**src/rtl/huffman_packer_pkg.sv**
```systemverilog
// Shared types and constants for the Huffman bitstream packer.
// Holds the FSM encoding and the gray-symbol to table-index mapping.
package huffman_packer_pkg;

   localparam int NSYM = 6;
   localparam logic [2:0] SYM_DEFAULT_IDX = 3'd6;

   typedef enum logic [1:0] {
      ST_IDLE  = 2'd0,
      ST_RUN   = 2'd1,
      ST_FLUSH = 2'd2,
      ST_DONE  = 2'd3
   } state_e;

   // Symbols 1..5 index their own table entry; every other value shares entry 6.
   function automatic logic [2:0] sym_to_idx(input logic [7:0] sym);
      if (sym >= 8'd1 && sym <= 8'd5) return sym[2:0];
      return SYM_DEFAULT_IDX;
   endfunction

endpackage

```
**src/rtl/huffman_len_lut.sv**
```systemverilog
// Code length lookup: popcount of a contiguous-ones mask (0..8).
module huffman_len_lut (
   input  logic [7:0] mask,
   output logic [3:0] len
);

   always_comb begin
      len = 4'd0;
      for (int i = 0; i < 8; i++) begin
         len = len + {3'b000, mask[i]};
      end
   end

endmodule

```
**src/rtl/huffman_packer.sv**
```systemverilog
// Packs Huffman codes for a stream of gray symbols into MSB-first bytes.
// Byte out: out_valid/out_ready; symbol in: sym_valid/sym_ready; a transfer happens when both are high at a rising edge.
module huffman_packer
   import huffman_packer_pkg::*;
#(
   parameter int BUF_W = 16
) (
   input  logic        clk,
   input  logic        reset,
   input  logic        code_valid,
   input  logic [7:0]  HC1,
   input  logic [7:0]  HC2,
   input  logic [7:0]  HC3,
   input  logic [7:0]  HC4,
   input  logic [7:0]  HC5,
   input  logic [7:0]  HC6,
   input  logic [7:0]  M1,
   input  logic [7:0]  M2,
   input  logic [7:0]  M3,
   input  logic [7:0]  M4,
   input  logic [7:0]  M5,
   input  logic [7:0]  M6,
   input  logic        sym_valid,
   input  logic [7:0]  sym_data,
   input  logic        sym_last,
   output logic        sym_ready,
   output logic        out_valid,
   output logic [7:0]  out_data,
   output logic        out_last,
   input  logic        out_ready,
   output logic [15:0] bit_total,
   output logic        done,
   output logic [1:0]  state_dbg
);

   state_e            state_q, state_d;
   logic [7:0]        hc_q [1:NSYM];
   logic [7:0]        hc_d [1:NSYM];
   logic [7:0]        m_q  [1:NSYM];
   logic [7:0]        m_d  [1:NSYM];
   logic [BUF_W-1:0]  buf_q, buf_d, buf_pop;
   logic [4:0]        cnt_q, cnt_d, cnt_pop;
   logic [15:0]       bit_total_q, bit_total_d;

   logic [2:0]        idx;
   logic [7:0]        mask_sel;
   logic [7:0]        code_m;
   logic [3:0]        len;
   logic [5:0]        sh;
   logic [31:0]       code_ext;
   logic              sym_fire, byte_fire;

   assign idx      = sym_to_idx(sym_data);
   assign mask_sel = m_q[idx];
   // Contiguous masks make AND-ing equivalent to taking the low len bits.
   assign code_m   = hc_q[idx] & mask_sel;

   huffman_len_lut u_len_lut (
      .mask (mask_sel),
      .len  (len)
   );

   assign sym_ready = (state_q == ST_RUN) && (cnt_q < 5'd8);
   assign out_valid = (cnt_q >= 5'd8) || ((state_q == ST_FLUSH) && (cnt_q != 5'd0));
   assign out_last  = out_valid && (state_q == ST_FLUSH) && (cnt_q <= 5'd8);
   assign out_data  = buf_q[BUF_W-1 -: 8];
   assign done      = (state_q == ST_DONE);
   assign bit_total = bit_total_q;
   assign state_dbg = state_q;

   assign sym_fire  = sym_valid && sym_ready;
   assign byte_fire = out_valid && out_ready;

   always_comb begin
      state_d     = state_q;
      hc_d        = hc_q;
      m_d         = m_q;
      bit_total_d = bit_total_q;
      buf_pop     = byte_fire ? (buf_q << 8) : buf_q;
      cnt_pop     = byte_fire ? ((cnt_q >= 5'd8) ? (cnt_q - 5'd8) : 5'd0) : cnt_q;
      buf_d       = buf_pop;
      cnt_d       = cnt_pop;
      sh          = 6'(BUF_W) - {1'b0, cnt_pop} - {2'b00, len};
      code_ext    = {24'd0, code_m} << sh;

      // The pop is applied before the push so a same-cycle push lands behind the remaining bits.
      if (sym_fire) begin
         buf_d       = buf_pop | code_ext[BUF_W-1:0];
         cnt_d       = cnt_pop + {1'b0, len};
         bit_total_d = bit_total_q + {12'd0, len};
      end

      case (state_q)
         ST_IDLE: begin
            if (code_valid) begin
               hc_d[1] = HC1; hc_d[2] = HC2; hc_d[3] = HC3;
               hc_d[4] = HC4; hc_d[5] = HC5; hc_d[6] = HC6;
               m_d[1]  = M1;  m_d[2]  = M2;  m_d[3]  = M3;
               m_d[4]  = M4;  m_d[5]  = M5;  m_d[6]  = M6;
               bit_total_d = 16'd0;
               state_d     = ST_RUN;
            end
         end
         ST_RUN: begin
            if (sym_fire && sym_last) state_d = ST_FLUSH;
         end
         ST_FLUSH: begin
            if (cnt_d == 5'd0) state_d = ST_DONE;
         end
         default: begin
            state_d = ST_IDLE;
         end
      endcase
   end

   always_ff @(posedge clk or negedge reset) begin
      if (!reset) begin
         state_q     <= ST_IDLE;
         buf_q       <= '0;
         cnt_q       <= '0;
         bit_total_q <= '0;
         for (int i = 1; i <= NSYM; i++) begin
            hc_q[i] <= '0;
            m_q[i]  <= '0;
         end
      end else begin
         state_q     <= state_d;
         buf_q       <= buf_d;
         cnt_q       <= cnt_d;
         bit_total_q <= bit_total_d;
         for (int i = 1; i <= NSYM; i++) begin
            hc_q[i] <= hc_d[i];
            m_q[i]  <= m_d[i];
         end
      end
   end

endmodule

```
**config.mk**
```make
export PLATFORM = sky130hd
export DESIGN_NAME = huffman_packer
export DESIGN_NICKNAME = d
export VERILOG_FILES = /design/src/rtl/huffman_packer_pkg.sv /design/src/rtl/huffman_len_lut.sv /design/src/rtl/huffman_packer.sv
export SDC_FILE = /design/constraint.sdc
export NUM_CORES = 1
export LEC_CHECK = 0
export BUFFER_PORTS_ARGS = -buffer_cell sky130_fd_sc_hd__buf_4
export CAP_MARGIN = 40
export CORE_ASPECT_RATIO = 0.5
export CORE_MARGIN = 3
export CORE_UTILIZATION = 55
export CTS_BUF_LIST = sky130_fd_sc_hd__clkbuf_4
export DETAILED_ROUTE_END_ITERATION = 16
export GPL_TIMING_DRIVEN = 0
export PLACE_DENSITY_LB_ADDON = 0.15
export SYNTH_ARGS = -nofsm -noshare
export SYNTH_HDL_FRONTEND = slang
export SYNTH_HIERARCHICAL = 1
export SYNTH_SLANG_ARGS = --single-unit
```
**constraint.sdc**
```tcl
create_clock -name clk -period 6.6 [get_ports clk]
set_input_delay 0.66 -clock clk [delete_from_list [all_inputs] [get_ports clk]]
set_output_delay 0.66 -clock clk [all_outputs]
set_load 0.01 [all_outputs]
```
* Word-level counts from Yosys, hierarchy flattened
Cells that the tools add are included.
W data, S select, Z words.
** Storage, ports and cells
- Bits in registers :: 135
- Bits of input ports :: 110
- Output and inout port bits :: 30
- Word-level logic and storage cells :: 79
** Operators by class
- Add/sub/neg operators :: 12
- Magnitude comparators :: 6
- Equal/unequal tests :: 6
- Shift operators :: 1
- Multiplexer cells :: 21
- Bitwise gates (word level) :: 3
- Reductions and logical operators :: 14
** Operators by type and width (number)
- $mux W16 :: 5
- $bmux W8 S3 :: 2
- $mux W8 :: 4
- $add A4 B1 Y4 :: 6
- $add A16 B4 Y16 :: 1
- $or A16 B16 Y16 :: 1
- $shl A8 B6 Y16 :: 1
- $mux W5 :: 3
- $and A8 B8 Y8 :: 1
- $ge A8 B1 Y1 const B :: 1
- $le A8 B3 Y1 const B :: 1
- $logic_and A1 B1 Y1 :: 8
- $mux W2 :: 3
- $mux W3 :: 2
- $pmux W2 S3 :: 1
- $sub A5 B5 Y6 const A :: 1
- $sub A6 B4 Y6 :: 1
- $add A5 B4 Y5 :: 1
- $ge A5 B4 Y1 const B :: 1
- $le A5 B4 Y1 const B :: 1
- $logic_not A5 Y1 :: 1
- $lt A5 B4 Y1 const B :: 1
- $reduce_bool A5 Y1 :: 1
- $sub A5 B4 Y5 const B :: 1
- 12 further kinds :: 14

* Longest topological paths before layout
- Depth after elaboration :: 20
- Gate-level depth with buffers :: 29
- Depth with buffers taken out :: 27

* Cells and area by module
Netlist, hierarchy kept.
** Modules (own cells, without submodules)
- huffman_packer :: times used 1, cells each 720, area each 7627.3 µm², sequential area each 3378.2 µm²
- huffman_len_lut :: times used 1, cells each 18, area each 167.7 µm², sequential area each 0.0 µm²

* Least setup slack after synthesis
OpenSTA, ideal clock, no wires.
- Path type :: input port to flip-flop
- Start :: in sym_data[2]
- End :: reg buf_q[14]
- Setup time :: 0.090 ns
- Arrival :: 6.776 ns
- Data required time :: 6.510 ns
- Path slack :: -0.266 ns
- Stages on the path :: 24
- Path buffers :: 2
- Path through :: buf_2 -> or4_4 -> or3_1 -> clkbuf_1 -> nor4_1 -> a21oi_1 -> fa_1 -> inv_1 -> fa_1 -> inv_1 -> ha_1 -> inv_1 -> fa_1 -> xnor2_1 -> ha_1 -> inv_1 -> fa_1 -> or2_1 -> a2111o_1 -> o21ai_1 -> nand2_1 -> mux2_2 -> mux2_2 -> o221ai_1
** On the way
- Elaborated cells on any way between the ends :: 25
- Those cells by class :: add/sub (8); order compare (2); shift (1); mux (10); bitwise (3); reduce/logical (1)
** RTL lines
- start, declared :: line huffman_packer.sv:24 : input logic [7:0] sym_data,
- $ge A8 B1 Y1 / $le A8 B3 Y1 (equally long branches) :: line huffman_packer_pkg.sv:17 : if (sym >= 8'd1 && sym <= 8'd5) return sym[2:0];
- $logic_and A1 B1 Y1 :: line huffman_packer_pkg.sv:17
- $mux W1 :: line huffman_packer_pkg.sv:17
- $mux W3 * :: line huffman_packer_pkg.sv:18 : return SYM_DEFAULT_IDX;
- $not A3 Y4 (implied by the code) * :: line huffman_packer.sv:54 : assign mask_sel = m_q[idx];
- $bmux W8 S3 * :: line huffman_packer.sv:54
- $mux W8 (implied by the code) * (2 in a row) :: line huffman_packer.sv:54
- net mask_sel[3] :: line huffman_packer.sv:46 : logic [7:0] mask_sel;
- $add A4 B1 Y4 * (5 in a row) :: line huffman_len_lut.sv:10 : len = len + {3'b000, mask[i]};
- net len[2] :: line huffman_packer.sv:48 : logic [3:0] len;
- $sub A6 B4 Y6 * :: line huffman_packer.sv:83 : sh = 6'(BUF_W) - {1'b0, cnt_pop} - {2'b00, len};
- $shl A8 B6 Y16 * :: line huffman_packer.sv:84 : code_ext = {24'd0, code_m} << sh;
- $or A16 B16 Y16 * :: line huffman_packer.sv:88 : buf_d = buf_pop | code_ext[BUF_W-1:0];
- $mux W16 * :: line huffman_packer.sv:87 : if (sym_fire) begin
- net buf_d[14] :: line huffman_packer.sv:41 : logic [BUF_W-1:0] buf_q, buf_d, buf_pop;
- end signal, assigned :: line huffman_packer.sv:128 : buf_q <= buf_d;
- end, declared :: line huffman_packer.sv:41
The timed path passes the listed nets; every way through them passes the cells marked *. The select of a mux whose other input is x is not followed.
A chain may end at the register's enable or synchronous reset.

* Worst setup path in the final report
- Start :: in sym_data[3]
- End :: reg buf_q[6]
** On the way
- Elaborated cells on any way between the ends :: 24
- Those cells by class :: add/sub (8); order compare (2); shift (1); mux (9); bitwise (3); reduce/logical (1)
** RTL lines (line)
- $ge A8 B1 Y1 / $le A8 B3 Y1 (equally long branches) :: huffman_packer_pkg.sv:17
- $logic_and A1 B1 Y1 * :: huffman_packer_pkg.sv:17
- $mux W1 * :: huffman_packer_pkg.sv:17
- $mux W3 * :: huffman_packer_pkg.sv:18
- $not A3 Y4 (implied by the code) * :: huffman_packer.sv:54
- $bmux W8 S3 * :: huffman_packer.sv:54
- $mux W8 (implied by the code) * (2 in a row) :: huffman_packer.sv:54
- net mask_sel[3] :: huffman_packer.sv:46
- $add A4 B1 Y4 * (5 in a row) :: huffman_len_lut.sv:10
- net len[1] :: huffman_packer.sv:48
- $sub A6 B4 Y6 * :: huffman_packer.sv:83
- $shl A8 B6 Y16 * :: huffman_packer.sv:84
- $or A16 B16 Y16 * :: huffman_packer.sv:88
- $mux W16 * :: huffman_packer.sv:87
- net buf_d[6] :: huffman_packer.sv:41
Marked as above.

==> impl_results.md <==
* Sinks on Clock Net at between 100 and 150
* Worst-path clk slew at 0.14 ns
* Clock root buffer: clkbuf_4
* Synth top area share at 43.3%
* Slowest CP cell: or4_4
* Initial antenna violation count at 1
* GR Overflow Total at 0
* Hold-fix buffers at CTS at 0
* Core area at around 14000 sq um
* Synthesized area per cell at 10.6 sq um
* Max-cap violations at 0
* Syn nets at about 880
* Required @ worst endpoint at slightly above 7 ns
* Via Count at 6657
* Vias in the first global route at between 6000 and 7000
* CTS tree: built
* Netlist cell types at between 70 and 80
* Area leader, netlist: dfrtp_1
* Row count at 30
* Die Width at 174 um
* IO Count at 140
* Wire length per cell at roughly 19 um
* Top FF cell, synth: dfrtp_1
* Routability cong. at roughly 0.94
* Area Overhead vs Synth at 24.0%
* Hold Fails Final Rpt at 0
* YS warnings at 6
* Post-layout min period at 6.46 ns
* Design area at between 9000 and 10000 sq um
* Critical path arrival at 6.94 ns
* Vias/cell at 5.98
* H-Tree Depth at 4
* Starting density of the core at 56.9%
* Ys async rst share at 100%
* Final period utilization at a little over nine tenths
* Min-Delay Path Class: input pin to async pin
* Largest net degree at the start of global routing at 75
* CP Launch Type: input pin
* HPWL Detailed at about 16000 um
* Multi-input gate area at ~4300 sq um
* EDFF count, synth at 0
* Synth Instances at 738
* Pre-CTS setup slack at -0.715 ns
* Die height at approximately 90 um
* Final Skew at 0.0325 ns
* Worst slew margin at approximately two fifths
* Setup TNS at 0 ns
* Longest Clk Path Bufs at 2
* Fmax at 155 MHz
* Most frequent CP cell: inv_1
* FF/Latch Area at approximately 3400 sq um
* Global-route wire length before repair at roughly 34000 um
* Fillers at 1065
* Max Fanout on Critical Path at 10
* Final Max Tran Viols at 0
* Clk_lat worst skew at approximately 0.58 ns
* Seq/Total Area, Yosys at approximately 43%
* Overall global routing resource usage at 27.1%
* DRC at 0
* Setup Crit Path Kind: input pin to flop
* Initial drt markers at approximately 560
* Die ar. at approximately 16000 sq um
* Cell Area, Synth at between 7000 and 8000 sq um
* Worst-margin pin slew at ~0.92 ns
* RSZ-0062 raised after global routing: false
* Final worst slack at about 0.14 ns
* Status: complete, no violations
* Final setup fails at 0
* ANT nets after route at 0
* Synth area leaders: dfrtp_1 (43%), mux2_2 (14%), ha_1 (3.5%)
* Clock buffer count from CTS at 17
* Final wirelength at approximately 21000 um
* Worst hold margin at between 0.03 and 0.04 ns
* Slowest stage delay, CP at 0.57 ns
* Crit. End Element: flop
* Number of detailed-route iterations in the first pass at 5
* Buffers added on ports at 138
* Final #Nets at between 1000 and 1500
* Synth Register Bits at roughly 140
* Placed Area at ~9100 sq um
* Layout cells sized above 1 at 37.6%
worst max-delay path, delay by kind of cell:
family          cells  cell delay, ns
mux                 1            0.31
compound gates      5            0.57
fa+ha+maj           7            2.47
buf+inv             8            0.72
simple gates        6            2.19
area by class of cell:
cell class,instances,share of cell area (%)
Buffer,49,2.58
Inverter,27,1.05
Antenna cell,1,0.0259
Multi-Input combinational cell,527,44.3
Sequential cell,135,35.0
Timing Repair Buffer,150,11.9
Tap cell,192,2.49
Clock buffer,18,1.40
Clock inverter,14,1.35
layer usage:
layer / vias to the layer above / part of all wire [%] / global-route usage [%]
li1: 3050 / - / -
met1: 3284 / 45 / 38.7
met2: 293 / 45 / 41.9
met3: 30 / 8.6 / 6.37
met4: 0 / 1.3 / 6.75
met5: - / 0 / 1.92
synthesized netlist by cell type, drive strengths merged, types with 7 or more instances:
master and count:
dfrtp 135, mux2 96, nand2 49, nor2 36, a21oi 34, clkbuf 30, o21ai 30, inv 26
ha 22, buf 19, nand3 19, o31ai 15, xnor2 13, a211oi 12, a22oi 11, mux2i 11
nor3 9, or3 9, a2bb2oi 8, and2 8, nand2b 8, or2 8, a21o 7, fa 7
nand3b 7, nor2b 7, xor2 7
through the flow:
| step | std cells | utilization, % |
|---|---|---|
| 2_1_floorplan | 738 | - |
| 3_3_place_gp | 1068 | 66.3 |
| 3_5_place_dp | 1069 | 66.6 |
| 4_1_cts | 1101 | 68.8 |
| 5_1_grt | 1113 | 70.5 |
| 6_report | 1113 | 70.5 |
cell families (layout without fill, tap and decap cells):
group / count (synthesis) / after routing / share of synthesized area (%)
other: 0 / 1 / 0
AO/OA/AOI/OAI: 178 / 178 / 16.0
flip-flops: 135 / 135 / 43.3
AND/OR/NAND/NOR: 193 / 193 / 13.4
buffers and inverters: 76 / 258 / 4.32
adder cells (fa/ha/maj): 29 / 29 / 5.33
XOR/XNOR: 20 / 20 / 2.25
multiplexers: 107 / 107 / 15.3
cell usage in the layout (no fill, tap or decap), types with 7 or more instances in the layout:
master	count
nor2b_1	7
clkbuf_4	18
a21o_1	7
or3_1	8
nand3_1	19
and2_1	8
ha_1	20
mux2i_1	11
nor3_1	7
a22oi_1	9
a211oi_1	10
o21ai_1	9
nor2_1	35
a21oi_1	29
inv_1	25
nand3b_1	7
a2bb2oi_1	8
nand2_1	47
buf_2	8
mux2_2	94
buf_4	157
xnor2_1	12
o31ai_1	15
dfrtp_1	135
nand2b_1	7
xor2_1	7
o21ai_0	19
clkbuf_1	24
path summary, 6_finish.rpt:
kind | start | to | slack (ns) | depth (start not counted)
setup / recovery | sym_data[3] | buf_q[6] | 0.14 | 27
hold / removal | reset | bit_total[1] | 0.04 | 1
setup reg to reg | m_q[17] | buf_q[6] | 0.62 | 27
hold reg to reg | buf_q[0] | buf_q[0] | 0.49 | 2
max in group asynchronous | reset | m_q[28] | 5.80 | 2
min in group clk | M4[3] | m_q[19] | 0.30 | 2
state kept, by name, indices dropped and copies added (netlist names):
| name | cells |
|---|---|
| bit_total | 16 |
| hc_q | 48 |
| state_dbg | 2 |
| m_q | 48 |
| buf_q | 16 |
| cnt_q | 5 |
what timing repair did:
item / CTS / global route
setup endpoints to repair: 10 / 15
pin swaps: 0 / 12
buffers inserted: 0 / 11
resized for setup: 8 / 37
Power is left out: the tool's default activity adds up to more than one toggle a clock period on the data nets, which glitch-free logic cannot reach.
